==> src/rtl/nrs_seq_gen.sv <==
// rtl/nrs_seq_gen.sv - NB-IoT NRS pilot generator (Gold sequence + QPSK into a 4-entry pilot file)
//
// Purpose:
//   On an accepted start, latches the cell ID and slot number. It computes c_init
//   for OFDM symbols l=5 and l=6 and runs the length-31 Gold sequence for each
//   symbol. It QPSK-maps the two pilots per symbol into a 4-entry register file and
//   then raises NRS_gen_ready. The channel estimator reads the pilots through
//   nrs_index_addr.
//
// Build option:
//   NRS_GEN_2X_EN - when defined, the Gold LFSRs advance two positions per clock
//                   (STEPS = 911, latency 1825). When undefined, they advance one
//                   position per clock (STEPS = 1822, latency 3647). Pilot values
//                   are identical in both builds.
//
// Ports:
//   clk             in   1      system clock, rising edge
//   rst             in   1      synchronous, active-low reset
//   start           in   1      one-cycle request, samples n_cell_id and ns
//   n_cell_id       in   9      NB-IoT cell ID
//   ns              in   5      slot number
//   busy            out  1      high while generating
//   NRS_gen_ready   out  1      level, pilot register file valid
//   nrs_index_addr  in   2      pilot read address: 0=(l5,m0) 1=(l5,m1) 2=(l6,m0) 3=(l6,m1)
//   nrs_re          out  WIDTH  real part of the addressed pilot, combinational read
//   nrs_im          out  WIDTH  imaginary part of the addressed pilot, combinational read

module nrs_seq_gen #(
    parameter int WIDTH    = 16,
    parameter int NRS_AMP  = 23170,
    parameter int NC       = 1600,
    parameter int M_OFFSET = 109
) (
    input  logic                    clk,
    input  logic                    rst,
    input  logic                    start,
    input  logic [8:0]              n_cell_id,
    input  logic [4:0]              ns,
    output logic                    busy,
    output logic                    NRS_gen_ready,
    input  logic [1:0]              nrs_index_addr,
    output logic signed [WIDTH-1:0] nrs_re,
    output logic signed [WIDTH-1:0] nrs_im
);

    // First captured raw sequence index (m=0, real part).
    localparam int CAP_N    = NC + 2 * M_OFFSET;
    localparam int STEPS_1X = CAP_N + 4;
`ifdef NRS_GEN_2X_EN
    localparam int STEPS    = STEPS_1X / 2;
    localparam int CAP_K    = CAP_N / 2;
`else
    localparam int STEPS    = STEPS_1X;
`endif
    localparam int CNT_W    = $clog2(STEPS + 1);

    localparam logic signed [WIDTH-1:0] AMP_P = WIDTH'(NRS_AMP);
    localparam logic signed [WIDTH-1:0] AMP_N = -AMP_P;

    typedef enum logic [2:0] {
        S_IDLE  = 3'd0,
        S_CINIT = 3'd1,
        S_LOAD  = 3'd2,
        S_RUN   = 3'd3,
        S_DONE  = 3'd4
    } state_t;

    state_t                  r_state;
    logic                    r_busy;
    logic                    r_ready;
    logic [8:0]              r_n;
    logic [4:0]              r_ns;
    logic [30:0]             r_cinit5;
    logic [30:0]             r_cinit6;
    logic                    r_sym;
    logic [30:0]             r_x1;
    logic [30:0]             r_x2;
    logic [CNT_W-1:0]        r_cnt;
    logic signed [WIDTH-1:0] r_re [0:3];
    logic signed [WIDTH-1:0] r_im [0:3];

    logic [30:0]             w_x1_nxt;
    logic [30:0]             w_x2_nxt;
    logic                    w_c0;
    logic                    w_cap_en;
    logic                    w_last;
`ifdef NRS_GEN_2X_EN
    logic                    w_c1;
    logic                    w_cap_m;
`else
    logic [1:0]              w_cap_offs;
`endif

    // The arithmetic is carried in 31 bits, so every product and sum wraps modulo 2^31.
    function automatic logic [30:0] calc_cinit(input logic [8:0] n, input logic [4:0] s,
                                               input logic [2:0] l);
        logic [30:0] a;
        logic [30:0] b;
        a = 31'd7 * (31'(s) + 31'd1) + 31'(l) + 31'd1;
        b = 31'd2 * 31'(n) + 31'd1;
        return ((a * b) << 10) + b;
    endfunction

    // Bit i of each register holds x(n+i), and the feedback enters at bit 30.
    function automatic logic [30:0] x1_step(input logic [30:0] x);
        return {x[3] ^ x[0], x[30:1]};
    endfunction

    function automatic logic [30:0] x2_step(input logic [30:0] x);
        return {x[3] ^ x[2] ^ x[1] ^ x[0], x[30:1]};
    endfunction

    function automatic logic signed [WIDTH-1:0] qpsk(input logic b);
        return b ? AMP_N : AMP_P;
    endfunction

    assign w_c0   = r_x1[0] ^ r_x2[0];
    assign w_last = (r_cnt == CNT_W'(STEPS - 1));

`ifdef NRS_GEN_2X_EN
    assign w_x1_nxt = x1_step(x1_step(r_x1));
    assign w_x2_nxt = x2_step(x2_step(r_x2));
    // c(2k+1) is the low bit after one step, which is bit 1 of the current state.
    assign w_c1     = r_x1[1] ^ r_x2[1];
    assign w_cap_en = (r_cnt >= CNT_W'(CAP_K));
    assign w_cap_m  = 1'(r_cnt - CNT_W'(CAP_K));
`else
    assign w_x1_nxt   = x1_step(r_x1);
    assign w_x2_nxt   = x2_step(r_x2);
    assign w_cap_en   = (r_cnt >= CNT_W'(CAP_N));
    // offs[1] selects m, offs[0] selects the re/im half of that pilot.
    assign w_cap_offs = 2'(r_cnt - CNT_W'(CAP_N));
`endif

    always_ff @(posedge clk) begin
        if (!rst) begin
            r_state  <= S_IDLE;
            r_busy   <= 1'b0;
            r_ready  <= 1'b0;
            r_n      <= '0;
            r_ns     <= '0;
            r_cinit5 <= '0;
            r_cinit6 <= '0;
            r_sym    <= 1'b0;
            r_x1     <= '0;
            r_x2     <= '0;
            r_cnt    <= '0;
            for (int i = 0; i < 4; i++) begin
                r_re[i] <= '0;
                r_im[i] <= '0;
            end
        end else begin
            case (r_state)
                S_IDLE, S_DONE: begin
                    if (start) begin
                        r_n     <= n_cell_id;
                        r_ns    <= ns;
                        r_busy  <= 1'b1;
                        r_ready <= 1'b0;
                        r_state <= S_CINIT;
                    end
                end
                S_CINIT: begin
                    r_cinit5 <= calc_cinit(r_n, r_ns, 3'd5);
                    r_cinit6 <= calc_cinit(r_n, r_ns, 3'd6);
                    r_sym    <= 1'b0;
                    r_state  <= S_LOAD;
                end
                S_LOAD: begin
                    r_x1    <= 31'd1;
                    r_x2    <= r_sym ? r_cinit6 : r_cinit5;
                    r_cnt   <= '0;
                    r_state <= S_RUN;
                end
                S_RUN: begin
                    r_x1 <= w_x1_nxt;
                    r_x2 <= w_x2_nxt;
                    if (w_cap_en) begin
`ifdef NRS_GEN_2X_EN
                        r_re[{r_sym, w_cap_m}] <= qpsk(w_c0);
                        r_im[{r_sym, w_cap_m}] <= qpsk(w_c1);
`else
                        if (w_cap_offs[0])
                            r_im[{r_sym, w_cap_offs[1]}] <= qpsk(w_c0);
                        else
                            r_re[{r_sym, w_cap_offs[1]}] <= qpsk(w_c0);
`endif
                    end
                    if (w_last) begin
                        if (!r_sym) begin
                            r_sym   <= 1'b1;
                            r_state <= S_LOAD;
                        end else begin
                            r_busy  <= 1'b0;
                            r_ready <= 1'b1;
                            r_state <= S_DONE;
                        end
                    end else begin
                        r_cnt <= r_cnt + 1'b1;
                    end
                end
                default: begin
                    r_state <= S_IDLE;
                    r_busy  <= 1'b0;
                    r_ready <= 1'b0;
                end
            endcase
        end
    end

    assign busy          = r_busy;
    assign NRS_gen_ready = r_ready;
    assign nrs_re        = r_re[nrs_index_addr];
    assign nrs_im        = r_im[nrs_index_addr];

endmodule

==> config.mk <==
export PLATFORM = sky130hd
export DESIGN_NAME = nrs_seq_gen
export DESIGN_NICKNAME = d
export VERILOG_FILES = /design/src/rtl/nrs_seq_gen.sv
export SDC_FILE = /design/constraint.sdc
export NUM_CORES = 1
export LEC_CHECK = 0
export ABC_AREA = 1
export CORE_MARGIN = 5
export CORE_UTILIZATION = 30
export DETAILED_ROUTE_END_ITERATION = 8
export SETUP_SLACK_MARGIN = 0.02
export SYNTH_ARGS = -nofsm -noshare
export SYNTH_HDL_FRONTEND = slang
export SYNTH_SLANG_ARGS = --single-unit
export TNS_END_PERCENT = 10
==> constraint.sdc <==
create_clock -name clk -period 8.7 [get_ports clk]
set_input_delay 1.74 -clock clk [delete_from_list [all_inputs] [get_ports clk]]
set_output_delay 1.74 -clock clk [all_outputs]
set_load 0.01 [all_outputs]
After elaboration in Yosys (flattened, before gate mapping)
Memory sizes are Yosys's and may differ from the RTL's.
Cells that the tools add are included.
W data, S select, Z words.
{"block": "classes", "n_addsub": 10, "mul": 3, "order_cmp": 1, "eq_ne": 9, "muxes": 37, "bitwise_logic": 6, "reduce_logical": 12}
{"cell": "$pmux W31 S2", "n": 2}
{"cell": "$mux W16", "n": 3}
{"cell": "$reduce_or A16 Y1", "n": 2}
{"cell": "$add A31 B1 Y31 const B", "n": 1}
{"cell": "$add A31 B11 Y31", "n": 1}
{"cell": "$add A31 B3 Y31 const B", "n": 1}
{"cell": "$add A31 B31 Y31", "n": 1}
{"cell": "$mul A31 B31 Y21", "n": 1}
{"cell": "$mux W31", "n": 1}
{"cell": "$add A10 B1 Y11 const B", "n": 2}
{"cell": "$pmux W11 S2", "n": 1}
{"cell": "$mul A11 B11 Y21", "n": 1}
{"cell": "$mux W1", "n": 20}
{"cell": "$pmux W3 S4", "n": 1}
{"cell": "$add A11 B1 Y11 const B", "n": 1}
{"cell": "$eq A11 B11 Y1 const B", "n": 1}
{"cell": "$ge A11 B11 Y1 const B", "n": 1}
{"cell": "$mux W11", "n": 1}
{"cell": "$add A9 B3 Y10 const B", "n": 1}
{"cell": "$mul A3 B6 Y9 const A", "n": 1}
{"cell": "$mux W3", "n": 3}
{"cell": "$ne A2 B2 Y1 const B", "n": 4}
{"cell": "$reduce_and A2 Y1", "n": 4}
{"cell": "$add A5 B1 Y6 const B", "n": 1}
{"cell": "other kinds (13)", "n": 22}
{"block": "totals", "register_bits": 155, "ram_bits": 128, "out_inout_bits": 34, "mem_count": 2}
{"memory": "r_im", "depth": 4, "width": 16, "read_ports": 1, "rd_clocked_by_memory_dff": 0, "write_ports": 4, "line_no": "80", "source": "logic signed [WIDTH-1:0] r_im [0:3];"}
{"memory": "r_re", "depth": 4, "width": 16, "read_ports": 1, "rd_clocked_by_memory_dff": 0, "write_ports": 4, "line_no": "79", "source": "logic signed [WIDTH-1:0] r_re [0:3];"}

Longest topological paths before layout
Gate-level depths: netlist of the first run.
{"block": "depth", "word_depth": 8, "mapped_depth": 41}

Least setup slack after synthesis of the first run
Ideal clock, no wire load.
{"block": "synth_path", "path_type": "reg2reg", "start": "register r_ns[0]", "end": "register r_cinit6[22]", "arrival_ns": 6.678, "required_ns": 8.587, "slack_ns": 1.909, "path_stages_with_launch": 36, "n_path_buf": 1, "synth_period_minus_slack_ns": 6.791, "cell_sequence": "dfxtp_1 > buf_4 > nand2_1 > inv_1 > nand2_1 > xor2_1 > fa_1 > ha_1 > nand2_1 > nand2_1 > nand2_1 > nand2_1 > nand2_1 > nand2_2 > nor2_4 > nand2_1 > nand2_1 > nand2_1 > inv_2 > nand2_1 > fa_1 > fa_1 > inv_1 > fa_1 > fa_1 > inv_1 > fa_1 > inv_1 > ha_1 > nand2_1 > inv_1 > a21oi_1 > nand3_1 > or2_2 > nand3_1 > nand2_1"}
{"block": "synth_between", "elab_chain_len": 6}
{"item": "from (decl)", "line_no": "72", "source": "logic [4:0] r_ns;"}
{"item": "from (signal assigned)", "line_no": "157", "source": "r_ns <= ns;"}
{"item": "$add A5 B1 Y6", "line_no": "99", "source": "a = 31'd7 * (31'(s) + 31'd1) + 31'(l) + 31'd1;"}
{"item": "$mul A3 B6 Y9", "line_no": "99"}
{"item": "$add A9 B3 Y10", "line_no": "99"}
{"item": "$add A10 B1 Y11", "line_no": "99"}
{"item": "$mul A11 B11 Y21", "line_no": "101", "source": "return ((a * b) << 10) + b;"}
{"item": "$add A31 B11 Y31", "line_no": "101"}
{"item": "to (signal assigned)", "line_no": "165", "source": "r_cinit6 <= calc_cinit(r_n, r_ns, 3'd6);"}
{"item": "to (decl)", "line_no": "74", "source": "logic [30:0] r_cinit6;"}
Every way passes these cells.
A chain may end at the register's enable or synchronous reset.

Worst setup path after layout of the first run
{"block": "layout_path", "start": "register r_ns[0]", "end": "register r_cinit6[27]"}
The elaborated chain is that of the path after synthesis.

==> results of run 1 <==
[cells in the final DEF, fill, tap and decap left out, types with 11 or more instances in the layout]
cell	count
inv_2	16
o32ai_1	31
fa_1	129
a21oi_1	84
o221ai_1	17
nor2_1	218
ha_1	144
clkdlybuf4s50_1	49
o22ai_1	12
o21ai_0	81
nor2_2	11
edfxtp_1	24
dfxtp_1	145
nor3_1	18
nand2_1	429
nand3_1	72
clkbuf_16	18
inv_1	390
[layout make-up]
| class | instances | share of cell area |
|---|---|---|
| multi-input combinational | 1342 | 0.568 |
| sequential | 169 | 0.219 |
| inverter | 410 | 0.0930 |
| tap | 672 | 0.0508 |
| timing repair buffer | 57 | 0.0331 |
| clock buffer | 18 | 0.0272 |
| clock inverter | 14 | 0.00885 |
[cells by family after synthesis]
group,count (synthesis),share of synthesized area
DFF,169,0.241
and+or+nand+nor,793,0.218
muxes,3,0.00200
xor gates and xnor gates,18,0.0115
AOI/OAI and AO/OA,253,0.102
other,1,0.000250
adders and majority gates,273,0.292
buffers and inverters,501,0.133
[worst max path at each step]
stage	endpoint	slack [ns]	depth (start not counted)
2_1_floorplan	r_cinit6[22]$_SDFFE_PN0P_	1.91	35
3_3_place_gp	r_cinit6[27]$_SDFFE_PN0P_	1.13	34
3_5_place_dp	r_cinit6[27]$_SDFFE_PN0P_	0.99	37
4_1_cts	r_cinit6[27]$_SDFFE_PN0P_	0.98	37
5_1_grt	r_cinit6[30]$_SDFFE_PN0P_	0.40	37
6_report	r_cinit6[27]$_SDFFE_PN0P_	0.99	35
[flip-flops by register name (all words and copies together), names as in the netlist, 3 cells and up]
| signal | cells |
|---|---|
| r_im | 12 |
| r_ns | 5 |
| r_n | 9 |
| r_x1 | 31 |
| r_cnt | 11 |
| r_cinit6 | 21 |
| r_cinit5 | 31 |
| r_re | 12 |
| r_x2 | 31 |
| r_state | 3 |
[per-layer routing]
metal	track usage	vias up
li1	-	6218
met1	0.184	5840
met2	0.239	297
met3	0.0210	48
met4	0.0406	0
met5	0	-
[power by group]
part           switching, mW  internal [mW]
sequential            0.0996          0.898
combinational           3.22           1.73
clock                  0.364          0.399
total                   3.69           3.03
[critical path, delay by kind of cell, from the launching register on]
| family | cells | cell delay [ns] |
|---|---|---|
| fa+ha+maj | 9 | 3.68 |
| simple gates | 12 | 1.17 |
| compound gates | 4 | 0.95 |
| buf+inv | 8 | 0.87 |
| xor+xnor | 2 | 0.60 |
| flops | 1 | 0.34 |
[metrics by stage]
| step | area, sq um | hold slack, ns |
|---|---|---|
| 2_1_floorplan | 15000 | 0.421 |
| 3_3_place_gp | 16000 | 0.432 |
| 3_5_place_dp | 16000 | 0.443 |
| 4_1_cts | 16500 | 0.453 |
| 5_1_grt | 16500 | 0.472 |
| 6_report | 16500 | 0.448 |
==> out/results.ini, run 1 <==
[run_status]
run_status=finished, final reports clean

[clock_network]
cts_tree=built
cts_max_path_buffers=2
clock_buffer_count_from_cts=17
cts.root.buffer_cell=clkbuf_16
clk_transition_reported_paths_ns=0.07
htree_num_levels=4
cts_resized=0
cts_hold_buf=0
worstSkewPairLatency_ns=0.44
cts.sink_count=169
cts_setup_buffers=0

[synth]
yosysWarningCount=0
yosys.cell_count.top_type=nand2_1
synth_seq_cells=169
synth-edff-count=24
yosys-top-cells-area=dfxtp_1 (19%), fa_1 (17%), ha_1 (12%), nand2_1 (11%), inv_1 (9.7%)
synthesis.area_per_instance_sq_um=7.47
synth_area_sq_um=15000
synth_top_flop_cell=dfxtp_1
synthTopCellsByCount=nand2_1 (429), inv_1 (390), nor2_1 (218), dfxtp_1 (145), ha_1 (144)
yosys.area.top_type_share=0.193
synthDominantAreaCellType=dfxtp_1
synthCells=2011
synth.lib_cells_used.distinct=47
asyncSetResetFlopFracSynth=0
yosysSeqAreaShare=0.241

[power_and_ir_drop]
power-per-cell-area_nw_per_um2=406
ir_worst_vdd_mv=0.231
fin_total_pwr_mw=6.72
cellLeakagePower_nw=8.13

[route]
vias_per_cell=4.62
dr.pass1.iters=6
detail_route.drc_violations=0
met2RoutedLength_um=17600
routed_wl_um=37800
wirelength_met1_um=17600
drtAntennaViolNets=0
route.vias.total=12400
drt-wirelength-per-cell_um=14.1
drt_iter0_drc=791
met3_wirelength_um=1740
top_signal_layer_used=met4

[grt]
grt_pass1_vias=12300
antenna_found_initial=0
grt_max_degree=65
grt_overflow=0
grt_first_pass_wirelength_um=62300
grt_util_all_layers=0.140

[layout]
stdcell_count=2682
fillCellCount=5313
area_delta_synth_final_pct=10.2
nNetsFinal=2289
multi_input_area_sq_um=9400
final_core_utilization=0.332
fraction_of_layout_cells_with_a_size_suffix_above_1=0.0483
antennaDiodeCount=0
ff_latch_area_sq_um=3620

[timing]
hold_viol_final=0
setup_violation_total_in_the_final_timing_report=0
rsz0062_at_grt=false
fin_crit_sh=0.886
highest_achievable_clock_rate_mhz=130
setup-tns-final_ns=0
period_needed_ns=7.71
final_max_slew_viol_count=0
slew-limit-headroom=0.304
worst_pin_slew_ns=1.04
clock-skew-final_ns=0.0162
fin_ws_ns=0.994

[worst_hold_path]
hold_path_depth=2
worst_hold_startpoint=r_cinit5[0]$_SDFFE_PN0P_
min_delay_worst_endpoint=r_cinit5[0]$_SDFFE_PN0P_
tightest_hold_check_type=register to register

[worst_setup_path]
critical_path.slowest_cell=fa_1
rrSetupSlack_ns=0.99
critPathMaxFanout=21
slowest_delay_ns=0.57
critPathLaunch=r_ns[0]$_SDFFE_PN0P_
critical_path.reg2reg.startpoint=r_ns[0]$_SDFFE_PN0P_
critical-path-top-cell-by-count=nand2_1
critical_path.reg2reg.endpoint=r_cinit6[27]$_SDFFE_PN0P_
reg2regPathDepth=35
data_required_time_of_the_critical_path_ns=9.04
critical_path_arrival_ns=8.05
crit_path_start_kind=register
timing.setup.critical_path_class=register to register
critical_path.endpoint_type=register

[floorplanning]
die_width_um=234
core-area_sq_um=49900
std_cell_rows=82
pin_count=53
die_area_sq_um=54600
die_h_um=234
effective_utilization_at_floorplan=0.301

[placed_design]
placed_cells=2650
global_placer_s_final_weighted_congestion=0.877
dp_slack_ns=0.994
dp_hpwl_um=29100
buffer_ports.inserted=50

[run]
cap_violations=0

Power figures use the tool's default switching activity.
==> run 2: changes to the inputs <==
ABC_AREA = default   (was 1)
CTS_CLUSTER_SIZE = 28   (was default)
REMOVE_ABC_BUFFERS = 1   (was default)
==> run 2 against run 1 <==
Via count down 11%. Die area down 1.9%. Clock power up 8.0%. Synthesized cell count down 18%. Hold slack better by 0.0046 ns.
==> out/results.ini, run 2 <==
[run_status]
run_status=finished, final reports clean

[layout]
stdcell_count=2307
fillCellCount=5004
fraction_of_layout_cells_with_a_size_suffix_above_1=0.0530
area_delta_synth_final_pct=11.2
layout_commonest_cell=inv_1
ff_latch_area_sq_um=3620
layout_top_registers=r_cinit5: 31 flops, r_x1: 31 flops, r_x2: 31 flops
nNetsFinal=1922
antennaDiodeCount=0
multi_input_area_sq_um=9890
final_cell_mix=inv_1 (193), nand2_1 (190), dfxtp_1 (145), ha_1 (144), fa_1 (129)

[clock_network]
cts_max_path_buffers=2
clock_buffer_count_from_cts=17
cts.root.buffer_cell=clkbuf_16
cts_resized=0
worstSkewPairLatency_ns=0.45
cts_tree=built
htree_num_levels=4
cts_setup_buffers=0
clk_transition_reported_paths_ns=0.08
cts.sink_count=169
cts_hold_buf=0

[worst_setup_path]
critical_path.slowest_cell=fa_1
critical_path.reg2reg.endpoint=r_cinit6[29]$_SDFFE_PN0P_
rrSetupSlack_ns=0.46
data_required_time_of_the_critical_path_ns=9.02
critical_path_arrival_ns=8.56
critical_path.endpoint_type=register
critPathMaxFanout=10
reg2regPathDepth=28
critical-path-top-cell-by-count=fa_1
critPathLaunch=r_ns[2]$_SDFFE_PN0P_
slowest_delay_ns=0.54
timing.setup.critical_path_class=register to register
crit_path_start_kind=register
critical_path.reg2reg.startpoint=r_ns[2]$_SDFFE_PN0P_

[floorplanning]
std_cell_rows=81
die_h_um=231
effective_utilization_at_floorplan=0.302
die_width_um=231
pin_count=53
core-area_sq_um=48700
die_area_sq_um=53600

[placed_design]
placed_cells=2275
dp_slack_ns=0.432
global_placer_s_final_weighted_congestion=0.852
buffer_ports.inserted=50
dp_hpwl_um=26200

[synth]
yosys-top-cells-area=dfxtp_1 (20%), fa_1 (18%), ha_1 (12%), inv_1 (4.9%), edfxtp_1 (4.9%)
synth_top_flop_cell=dfxtp_1
yosysSeqAreaShare=0.246
synth_seq_cells=169
synth_area_sq_um=14700
synth-edff-count=24
yosysWarningCount=0
synthTopCellsByCount=inv_1 (193), nand2_1 (190), dfxtp_1 (145), ha_1 (144), fa_1 (129)
yosys.area.top_type_share=0.197
synthDominantAreaCellType=dfxtp_1
yosys.cell_count.top_type=inv_1
asyncSetResetFlopFracSynth=0
synthCells=1642
synthesis.area_per_instance_sq_um=8.96
synth.lib_cells_used.distinct=74

[timing]
fin_ws_ns=0.461
hold_viol_final=0
worst_pin_slew_ns=1.16
clock-skew-final_ns=0.0177
setup_violation_total_in_the_final_timing_report=0
period_needed_ns=8.24
rsz0062_at_grt=true
slew-limit-headroom=0.224
highest_achievable_clock_rate_mhz=121
final_max_slew_viol_count=0
fin_crit_sh=0.947
setup-tns-final_ns=0

[power_and_ir_drop]
ir_worst_vdd_mv=0.126
power-per-cell-area_nw_per_um2=171
fin_total_pwr_mw=2.80
cellLeakagePower_nw=7.31

[grt]
grt_pass1_vias=11200
grt_max_degree=64
antenna_found_initial=1
grt_util_all_layers=0.133
grt_first_pass_wirelength_um=58300
grt_overflow=0

[route]
drt-wirelength-per-cell_um=15.1
drtAntennaViolNets=0
wirelength_met1_um=16800
vias_per_cell=4.78
top_signal_layer_used=met4
detail_route.drc_violations=0
route.vias.total=11000
drt_iter0_drc=701
routed_wl_um=34900
dr.pass1.iters=5
met2RoutedLength_um=16100
met3_wirelength_um=1420

[worst_hold_path]
hold_path_depth=2
tightest_hold_check_type=register to register
min_delay_worst_endpoint=r_cinit5[15]$_SDFFE_PN0P_
worst_hold_startpoint=r_cinit5[15]$_SDFFE_PN0P_

[run]
cap_violations=0

==> run 2: cell count changes after synthesis, sizes merged, moves of 21 or more <==
| cell | before | now |
|---|---|---|
| a221oi | 1 | 22 |
| a22o | 4 | 31 |
| and2 | 3 | 97 |
| inv | 406 | 194 |
| mux2i | 3 | 52 |
| nand2 | 440 | 190 |
| nand3 | 73 | 28 |
| nor2 | 234 | 124 |
| nor2b | 0 | 25 |
| o21ai | 81 | 38 |
| o32ai | 31 | 0 |
==> run 2: layer usage <==
layer,GRT usage,vias to the layer above
met5,0,-
met2,0.221,222
met1,0.182,5371
li1,-,5391
met4,0.0334,0
met3,0.0200,41
==> run 2: stage by stage <==
| step | util | area, sq um | hold slack (ns) |
|---|---|---|---|
| 2_1_floorplan | - | 14200 | 0.425 |
| 3_3_place_gp | 0.322 | 15700 | 0.442 |
| 3_5_place_dp | 0.322 | 15700 | 0.444 |
| 4_1_cts | 0.335 | 16300 | 0.454 |
| 5_1_grt | 0.336 | 16400 | 0.465 |
| 6_report | 0.336 | 16400 | 0.453 |
==> run 2: logic make-up after synthesis <==
family                     synth area share
DFF                                   0.246
buffers and inverters                0.0832
other                              0.000255
adders and majority gates             0.298
xor gates and xnor gates             0.0334
and+or+nand+nor                       0.176
muxes                                0.0461
AOI/OAI and AO/OA                     0.117
==> run 2: how the worst max path moves through the flow <==
stage / slack (ns) / cells after the start / endpoint
floorplan: 0.33 / 30 / r_cinit6[29]$_SDFFE_PN0P_
global placement: 0.50 / 27 / r_cinit6[27]$_SDFFE_PN0P_
detailed placement: 0.43 / 27 / r_cinit6[29]$_SDFFE_PN0P_
CTS: 0.39 / 27 / r_cinit6[29]$_SDFFE_PN0P_
global route: 0.002 / 27 / r_cinit5[29]$_SDFFE_PN0P_
finish: 0.46 / 28 / r_cinit6[29]$_SDFFE_PN0P_
==> run 2: layout make-up <==
cell class                 count  area share
clock buffer                  18      0.0268
clock inverter                14      0.0117
inverter                     194      0.0445
multi-input combinational   1177       0.604
sequential                   169       0.221
tap                          664      0.0508
timing repair buffer          71      0.0402
==> run 2: where the power goes <==
part / switching (mW) / internal [mW] / total (mW)
combinational: 0.674 / 0.417 / 1.09
sequential: 0.0475 / 0.835 / 0.883
clock: 0.397 / 0.428 / 0.824
total: 1.12 / 1.68 / 2.80
==> run 2: critical path, delay by kind of cell (launching register included) <==
family | cells | cell delay (ns)
AOI/OAI and AO/OA | 9 | 1.97
xor gates and xnor gates | 3 | 0.70
adders and majority gates | 8 | 3.67
buffers and inverters | 4 | 0.28
DFF | 1 | 0.46
muxes | 1 | 0.39
and+or+nand+nor | 3 | 0.63
==> run 3: changes to the inputs <==
ABC_AREA = 1   (was default)
REMOVE_ABC_BUFFERS = default   (was 1)
==> results of run 3 <==
No change in the layout: final DEF, timing and power equal those of run 1.
